[config.mk]
export PLATFORM = sky130hd
export DESIGN_NAME = cam_capture_ctrl
export DESIGN_NICKNAME = d
export VERILOG_FILES = /design/src/rtl/cam_capture_ctrl.sv
export SDC_FILE = /design/constraint.sdc
export NUM_CORES = 1
export LEC_CHECK = 0
export BUFFER_PORTS_ARGS = -buffer_cell sky130_fd_sc_hd__buf_2
export CAP_MARGIN = 20
export CORE_ASPECT_RATIO = 0.5
export CORE_MARGIN = 2
export CORE_UTILIZATION = 29
export DETAILED_ROUTE_END_ITERATION = 16
export GPL_TIMING_DRIVEN = 1
export SLEW_MARGIN = 10
export SYNTH_ARGS = -nofsm -noshare
export SYNTH_HDL_FRONTEND = slang
export SYNTH_SLANG_ARGS = --single-unit
[constraint.sdc]
create_clock -name CLK -period 2.35 [get_ports CLK]
set_input_delay 0.47 -clock CLK [delete_from_list [all_inputs] [get_ports CLK]]
set_output_delay 0.47 -clock CLK [all_outputs]
set_load 0.005 [all_outputs]
[src/rtl/cam_capture_ctrl.sv]
// rtl/cam_capture_ctrl.sv - OV7670 capture stage: RGB565 byte pairs to RGB332 frame-buffer writes
//
// Ports:
//   CLK         camera PCLK, all logic on the rising edge
//   RESET_N     asynchronous active-low reset
//   VSYNC       camera VSYNC, high = vertical blank
//   HREF        camera HREF, high = valid line bytes
//   D           camera data byte
//   W_ADDR      frame-buffer write address (y*WIDTH + x)
//   W_DATA      RGB332 pixel
//   W_EN        single-cycle write strobe
//   FRAME_DONE  one-cycle pulse when a captured frame ends
//   LINE_ERR    sticky: a line ended with an odd byte count
//   BUSY        high while capturing (ACTIVE state)
//
// Optional build macro CAPTURE_TEST_PATTERN_EN: W_DATA carries eight vertical
// colour bars instead of camera data; timing, addresses and flags unchanged.

module cam_capture_ctrl #(
    parameter int WIDTH  = 176,
    parameter int HEIGHT = 144,
    parameter int ADDR_W = 15
) (
    input  logic              CLK,
    input  logic              RESET_N,
    input  logic              VSYNC,
    input  logic              HREF,
    input  logic [7:0]        D,
    output logic [ADDR_W-1:0] W_ADDR,
    output logic [7:0]        W_DATA,
    output logic              W_EN,
    output logic              FRAME_DONE,
    output logic              LINE_ERR,
    output logic              BUSY
);

    localparam int XW = $clog2(WIDTH + 1);
    localparam int YW = $clog2(HEIGHT + 1);

    localparam logic [XW-1:0] X_END  = XW'(WIDTH);
    localparam logic [YW-1:0] Y_END  = YW'(HEIGHT);
    localparam logic [YW-1:0] Y_LAST = YW'(HEIGHT - 1);

    localparam logic [1:0] S_IDLE   = 2'd0;
    localparam logic [1:0] S_VBLANK = 2'd1;
    localparam logic [1:0] S_ACTIVE = 2'd2;

`ifdef CAPTURE_TEST_PATTERN_EN
    localparam int BAR_W  = WIDTH / 8;
    localparam int BCW    = $clog2(BAR_W + 1);
    localparam logic [BCW-1:0] BAR_LAST = BCW'(BAR_W - 1);

    function automatic logic [7:0] bar_color(input logic [2:0] idx);
        case (idx)
            3'd0:    bar_color = 8'hFF;
            3'd1:    bar_color = 8'hFC;
            3'd2:    bar_color = 8'h1F;
            3'd3:    bar_color = 8'h1C;
            3'd4:    bar_color = 8'hE3;
            3'd5:    bar_color = 8'hE0;
            3'd6:    bar_color = 8'h03;
            default: bar_color = 8'h00;
        endcase
    endfunction

    // Bar index tracked incrementally alongside x so no divider is needed.
    logic [BCW-1:0] bar_cnt;
    logic [2:0]     bar_idx;
`endif

    logic [1:0]        state;
    logic              vsync_q;
    logic              href_q;
    logic              phase;
    // Only the bits of the first byte that reach the RGB332 pixel are held.
    logic [5:0]        b1;
    logic [XW-1:0]     x;
    logic [YW-1:0]     y;
    logic [ADDR_W-1:0] line_base;

    logic vs_rise;
    logic vs_fall;
    logic href_fall;
    logic byte_ok;

    assign vs_rise   = VSYNC & ~vsync_q;
    assign vs_fall   = ~VSYNC & vsync_q;
    assign href_fall = href_q & ~HREF;
    // Bytes arriving during vertical blank are not part of the image.
    assign byte_ok   = HREF & ~VSYNC;

    assign BUSY = (state == S_ACTIVE);

    always_ff @(posedge CLK or negedge RESET_N) begin
        if (!RESET_N) begin
            state      <= S_IDLE;
            vsync_q    <= 1'b0;
            href_q     <= 1'b0;
            phase      <= 1'b0;
            b1         <= '0;
            x          <= '0;
            y          <= '0;
            line_base  <= '0;
            W_ADDR     <= '0;
            W_DATA     <= '0;
            W_EN       <= 1'b0;
            FRAME_DONE <= 1'b0;
            LINE_ERR   <= 1'b0;
`ifdef CAPTURE_TEST_PATTERN_EN
            bar_cnt    <= '0;
            bar_idx    <= '0;
`endif
        end else begin
            vsync_q    <= VSYNC;
            href_q     <= HREF;
            W_EN       <= 1'b0;
            FRAME_DONE <= 1'b0;

            case (state)
                // Reset leaves vsync_q low, so a frame already in progress is
                // skipped: we must see VSYNC high here and then its fall.
                S_IDLE: begin
                    if (VSYNC) begin
                        state <= S_VBLANK;
                    end
                end

                S_VBLANK: begin
                    phase     <= 1'b0;
                    b1        <= '0;
                    x         <= '0;
                    y         <= '0;
                    line_base <= '0;
                    LINE_ERR  <= 1'b0;
`ifdef CAPTURE_TEST_PATTERN_EN
                    bar_cnt   <= '0;
                    bar_idx   <= '0;
`endif
                    if (vs_fall) begin
                        state <= S_ACTIVE;
                    end
                end

                S_ACTIVE: begin
                    if (vs_rise) begin
                        // Frame end wins over a coincident line end; the
                        // counters are cleared in VBLANK anyway.
                        FRAME_DONE <= 1'b1;
                        LINE_ERR   <= 1'b0;
                        state      <= S_VBLANK;
                    end else if (byte_ok) begin
                        phase <= ~phase;
                        if (!phase) begin
                            b1 <= {D[7:5], D[2:0]};
                        end else if (x != X_END) begin
                            if (y != Y_END) begin
                                W_EN   <= 1'b1;
                                W_ADDR <= line_base + ADDR_W'(x);
`ifdef CAPTURE_TEST_PATTERN_EN
                                W_DATA <= bar_color(bar_idx);
`else
                                W_DATA <= {b1, D[4:3]};
`endif
                            end
                            x <= x + 1'b1;
`ifdef CAPTURE_TEST_PATTERN_EN
                            if (bar_cnt == BAR_LAST) begin
                                bar_cnt <= '0;
                                if (bar_idx != 3'd7) begin
                                    bar_idx <= bar_idx + 1'b1;
                                end
                            end else begin
                                bar_cnt <= bar_cnt + 1'b1;
                            end
`endif
                        end
                    end else if (href_fall) begin
                        // Empty HREF pulses (x == 0) do not count as lines.
                        if (x != '0) begin
                            x <= '0;
`ifdef CAPTURE_TEST_PATTERN_EN
                            bar_cnt <= '0;
                            bar_idx <= '0;
`endif
                            if (y != Y_END) begin
                                y <= y + 1'b1;
                            end
                            // line_base stops at the last stored line so it
                            // never leaves the buffer; writes stop via y.
                            if (y < Y_LAST) begin
                                line_base <= line_base + ADDR_W'(WIDTH);
                            end
                        end
                        if (phase) begin
                            phase    <= 1'b0;
                            LINE_ERR <= 1'b1;
                        end
                    end
                end

                default: begin
                    state <= S_IDLE;
                end
            endcase
        end
    end

endmodule

==> results of run 1 <==
-- worst min path at each step --
stage,slack (ns),cells past startpoint,startpoint,to
5_1_grt,0.06,1,RESET_N,y[0]
2_1_floorplan,0.17,0,RESET_N,FRAME_DONE
3_5_place_dp,0.40,1,RESET_N,y[0]
3_3_place_gp,0.39,1,RESET_N,FRAME_DONE
6_report,0.04,1,RESET_N,FRAME_DONE
4_1_cts,0.05,1,RESET_N,FRAME_DONE
-- logic make-up after synthesis --
| group | after synthesis | synth area share [%] |
|---|---|---|
| other | 1 | 0.108 |
| AOI/OAI and AO/OA | 90 | 19.2 |
| adders and majority gates | 13 | 4.69 |
| DFF | 64 | 46.1 |
| muxes | 13 | 4.61 |
| buffers and inverters | 31 | 4.76 |
| xor gates and xnor gates | 10 | 2.52 |
| and+or+nand+nor | 121 | 17.9 |
-- layout make-up --
cell class | count | area (um^2)
fillers | 1199 | 7480
clock inverters | 5 | 80.1
flip-flops and latches | 64 | 1600
multi-input cells | 248 | 1700
clock buffers | 11 | 243
inverters | 15 | 56.3
well taps | 165 | 206
repair buffers | 56 | 363
-- state kept, by name (all words and copies together), names as in the netlist, 2 cells and up --
| name | flops |
|---|---|
| W_ADDR | 15 |
| W_DATA | 8 |
| b1 | 6 |
| line_base | 11 |
| state | 2 |
| x | 8 |
| y | 8 |
-- routing by layer --
layer	global-route usage (%)	part of all wire (%)	vias to the layer above
met1	18.1	52	1322
met4	5.23	1.4	0
met2	18.8	42	50
li1	-	-	1348
met5	0	0	-
met3	3.42	4.6	10
-- critical path, stage by stage, from the launching register on --
cell,delay (ns)
dfrtp_1,0.38
inv_1,0.10
ha_1,0.14
or4b_4,0.50
o211ai_4,0.20
nand2b_1,0.17
buf_12,0.22
mux2_2,0.35
-- synthesized netlist by cell type (4+ instances only) --
library cell	count
mux2_2	8
nand2b_1	4
clkbuf_1	8
nor3b_1	4
inv_1	15
xor2_1	5
o22a_1	5
o21ai_0	28
dfrtp_1	64
ha_1	13
a22o_1	12
or2_2	6
nor2_1	8
o221ai_1	5
nor3_1	5
nand2_1	49
a21oi_1	7
a211oi_1	4
nand4_1	6
and3_1	7
xnor2_1	5
nand3_1	15
mux2_4	4
-- report_power, final --
| part | leakage [nW] | switching [mW] | internal, mW |
|---|---|---|---|
| sequential | 0.887 | 0.0601 | 1.16 |
| clock | 0.152 | 0.480 | 0.955 |
| combinational | 0.961 | 0.614 | 0.330 |
| total | 2.00 | 1.15 | 2.45 |
-- stage by stage --
step,cells,total power [mW],area (um^2),hold slack [ns]
after floorplan,343,1.89,3470,0.174
after global placement,548,2.18,3930,0.394
after detailed placement,548,2.19,3930,0.401
after CTS,564,3.65,4250,0.0474
after global routing,564,3.82,4250,0.0586
final,564,3.60,4250,0.0369
==> impl_metrics.toml, run 1 <==
[run_status]
status = "finished, final reports clean"

[floorplanning]
die_w_um = 159
dieArea_um2 = 12900
start_util_pct = 29.6
die_h_um = 81.4
ioPinCount = 39
coreArea_um2 = 11700
num_rows = 28

[cells_and_area]
layout_commonest_cell = "dfrtp_1"
drive_above_1_share_pct = 23.8
antenna-diode-count = 0
nNetsFinal = 419
fin_util_pct = 36.2
syn_to_final_growth_pct = 22.6
most-common-layout-cells = "64 x dfrtp_1, 49 x nand2_1, 38 x buf_2, 28 x o21ai_0"

[cts]
cts_resized = 0
cts_sinks = 64
cts_setup_buffers = 0
ctsLongestPathBuffers = 2
clk_pin_slew_ns = 0.05
clock_latency_ns = 0.34
htree_levels = 3
cts_tree = "built"
hold_buffers = 0
cts_buffers = 9
cts-root-buf = "clkbuf_16"

[setup_path]
cp-endpoint = "W_DATA[1]"
startpoint = "x[0]"
crit_type = "flip-flop to flip-flop"
cp_data_arrival_time_ns = 2.41
path_max_fanout = 37
worstSetupEndpointType = "flip-flop"
critPathLaunchType = "flip-flop"
ff2ff_path_depth = 7
r2r_setup_slack_ns = 0.16
regToRegEndpoint = "W_DATA[1]"
crit-reg2reg-launch = "x[0]"
worstPathRequired_ns = 2.57

[timing]
fmax_mhz = 457
rsz0062_at_grt = "false"
slew_violations = 0
fin_worst_skew_ns = 0.00599
hold_viol_final = 0
tns_ns = 0
finalCritPeriodShare_pct = 93.2
setup_viol = 0
finalWorstPathRequiredPeriod_ns = 2.19
finalWorstSetupSlack_ns = 0.160

[detailed_routing]
first_iter_violations = 209
drc = 0
num_vias = 2730
routed_wl_um = 7600
firstDrtPassIters = 4
viasPerCell = 4.84
wire_per_inst_um = 13.5
drtAntennaViolNets = 0

[logic_synthesis]
yosysTopAreaCell = "dfrtp_1"
yosys_warnings = 0
yosys-top-cells-area = "dfrtp_1 46%, nand2_1 5.3%, ha_1 4.7%, o21ai_0 4.0%, a22o_1 3.0%"
synthArstFlopShare_pct = 100
synth_cell_types = 57
synthFlopType = "dfrtp_1"
syn_area_per_cell_um2 = 10.1
syn_nets = 368
ys_seq_elements = 64
synthesis.area_um2 = 3470
seq_area_frac_synth_pct = 46.1
synth_edf_count = 0
synth_top_area_share_pct = 46.1
syn_inst = 343

[grt]
overflow = 0
antenna_found_initial = 0
grt_usage_pct = 12.9
grt_max_degree = 38
grt_pass1_vias = 2561
grt_pass1_wl_um = 13000

[placement]
preCtsSetupSlack_ns = 0.147
port_buffers = 38
gp_congestion = 0.774
hpwlAfterDp_um = 5500

[power]
power_per_cell_area_nw_per_um2 = 847
p_leak_nw = 2.00
vdd_drop_max_mv = 0.490

[hold_path]
hold_class = "input port to asynchronous set/reset pin"

[run]
maxCapViolations = 0
No activity file was read; power rests on OpenSTA's default activity.
==> inputs of run 2 (changes only) <==
--- a/config.mk
+++ b/config.mk
@@ -12,6 +12,7 @@
 export CORE_UTILIZATION = 29
 export DETAILED_ROUTE_END_ITERATION = 16
 export GPL_TIMING_DRIVEN = 1
+export HOLD_SLACK_MARGIN = 0.1
 export SLEW_MARGIN = 10
 export SYNTH_ARGS = -nofsm -noshare
 export SYNTH_HDL_FRONTEND = slang
==> run 2 against run 1 <==
Global-route usage about the same. Clock-buffer cell count did not move. Sequential power about the same. Non-clock buffer count rose by 1. Die area unchanged. Largest power group unchanged. Via count up 0.59%. Final cell count increased by 0.18%. Sequential share of layout area decreased by 0.088 points. Highest routed layer unchanged. Sequential cell count is the same. Hold slack improved by 0.27 ns.
==> impl_metrics.toml, run 2 (synthesis gave the netlist of run 1 again) <==
[setup_path]
crit_path_top_delay_cell = "or4b_4"
worstSetupEndpointType = "flip-flop"
worstPathCellList = "inv_1, ha_1, or4b_4, o211ai_4, nand2b_1, buf_12, mux2_2"
crit-reg2reg-launch = "x[0]"
regToRegEndpoint = "W_DATA[1]"
cp_top_family = "simple AND/OR/NAND/NOR gates"
crit_type = "flip-flop to flip-flop"
r2r_setup_slack_ns = 0.16
ff2ff_path_depth = 7
cp_data_arrival_time_ns = 2.41
path_buf_inv = 2
critPathMaxStageDelay_ns = 0.50
path_max_fanout = 37
worstPathRequired_ns = 2.57
critPathLaunchType = "flip-flop"

[cells_and_area]
top_register = "W_ADDR"
nNetsFinal = 420
fill_cells = 1198
most-common-layout-cells = "64 x dfrtp_1, 49 x nand2_1, 38 x buf_2, 28 x o21ai_0"
reg_top3 = "W_ADDR (15), line_base (11)"
antenna-diode-count = 0
drive_above_1_share_pct = 23.8
layout_commonest_cell = "dfrtp_1"
largest_reg_flops = 15
syn_to_final_growth_pct = 22.9

[detailed_routing]
first_iter_violations = 191
routed_wl_um = 7630
drtAntennaViolNets = 0
firstDrtPassIters = 5
viasPerCell = 4.86
drc = 0
wire_per_inst_um = 13.5
num_vias = 2746

[run]
maxCapViolations = 0

[timing]
setup_viol = 0
fmax_mhz = 457
tns_ns = 0
slew_violations = 0
rsz0062_at_grt = "false"
relSlewSlack_pct = 67.0
fin_worst_skew_ns = 0.00659
finalCritPeriodShare_pct = 93.2
hold_viol_final = 0
finalWorstPathRequiredPeriod_ns = 2.19
finalWorstSetupSlack_ns = 0.161
tightest_slew_ns = 0.492

[floorplanning]
coreArea_um2 = 11700
dieArea_um2 = 12900
num_rows = 28
ioPinCount = 39
die_w_um = 159
start_util_pct = 29.6
die_h_um = 81.4

[placement]
gp_congestion = 0.774
port_buffers = 38
hpwlAfterDp_um = 5500
preCtsSetupSlack_ns = 0.147

[grt]
overflow = 0
grt_pass1_vias = 2567
grt_max_degree = 38
grt_pass1_wl_um = 13000
grt_usage_pct = 12.9
antenna_found_initial = 0

[hold_path]
min_path_cells = 1
whs_endpoint = "href_q"
hp-start = "HREF"
hold_class = "input port to flip-flop"

[power]
clkPwrFrac_pct = 39.8
vdd_drop_max_mv = 0.486
intPower_mw = 2.45
p_sw_share_pct = 32.0
power_switching_mw = 1.15
p_leak_nw = 2.00
pwr-share-seq_pct = 34.0
p_comb_share_pct = 26.3
power_per_cell_area_nw_per_um2 = 845

[run_status]
status = "finished, final reports clean"

[cts]
cts_sinks = 64
clk_pin_slew_ns = 0.05
cts_tree = "built"
cts_buffers = 9
ctsLongestPathBuffers = 2
clock_latency_ns = 0.34
htree_levels = 3
cts_setup_buffers = 0
cts-root-buf = "clkbuf_16"
[run 2: worst reg2reg max path, stage by stage, from the launching register on]
cell and delay [ns]:
dfrtp_1 0.38, inv_1 0.10, ha_1 0.14, or4b_4 0.50
o211ai_4 0.20, nand2b_1 0.17, buf_12 0.22, mux2_2 0.36
[run 2: worst max-delay path by stage]
stage	slack, ns	endpoint	start	cells after the start
final	0.16	W_DATA[1]	x[0]	7
after global routing	0.05	line_base[14]	x[0]	8
after CTS	0.14	W_DATA[1]	x[0]	7
after detailed placement	0.15	W_DATA[1]	x[0]	7
after global placement	0.20	W_DATA[1]	x[0]	7
after floorplan	0.17	W_ADDR[1]	x[0]	8
[run 2: power groups by stage]
stage          clock [mW]  combinational (mW)  sequential [mW]
4_1_cts              1.47               0.953             1.22
3_5_place_dp            0               0.945             1.24
5_1_grt              1.53                1.05             1.24
2_1_floorplan           0               0.659             1.23
3_3_place_gp            0               0.934             1.24
6_report             1.43               0.946             1.22
[run 2: cell type report]
cell class	count	area [um^2]	area share (%)
multi-input combinational	248	1700	40.0
sequential	64	1600	37.6
timing repair buffer	57	373	8.74
clock buffer	11	243	5.69
tap	165	206	4.84
clock inverter	5	80.1	1.88
inverter	15	56.3	1.32
[run 2: routing by layer]
metal	up-vias	GRT usage [%]	wire [um]
met2	56	18.9	3190
met5	-	0	0
li1	1349	-	-
met3	10	3.42	351
met4	0	5.23	103
met1	1331	18.1	3990
[run 2: through the flow]
step                area [um^2]  cells  utilization (%)  total power, mW  hold WS (ns)
finish                     4260    565             36.3             3.60         0.312
global route               4260    565             36.3             3.82         0.308
CTS                        4260    565             36.3             3.65         0.303
detailed placement         3930    548             33.5             2.19         0.401
global placement           3930    548             33.5             2.18         0.394
floorplan                  3470    343                -             1.89         0.174
[run 2: repair_timing]
action                                 4_1_cts  5_1_grt
resized for setup                            0        0
endpoints found under the hold margin       10        0
hold buffers                                 1        0
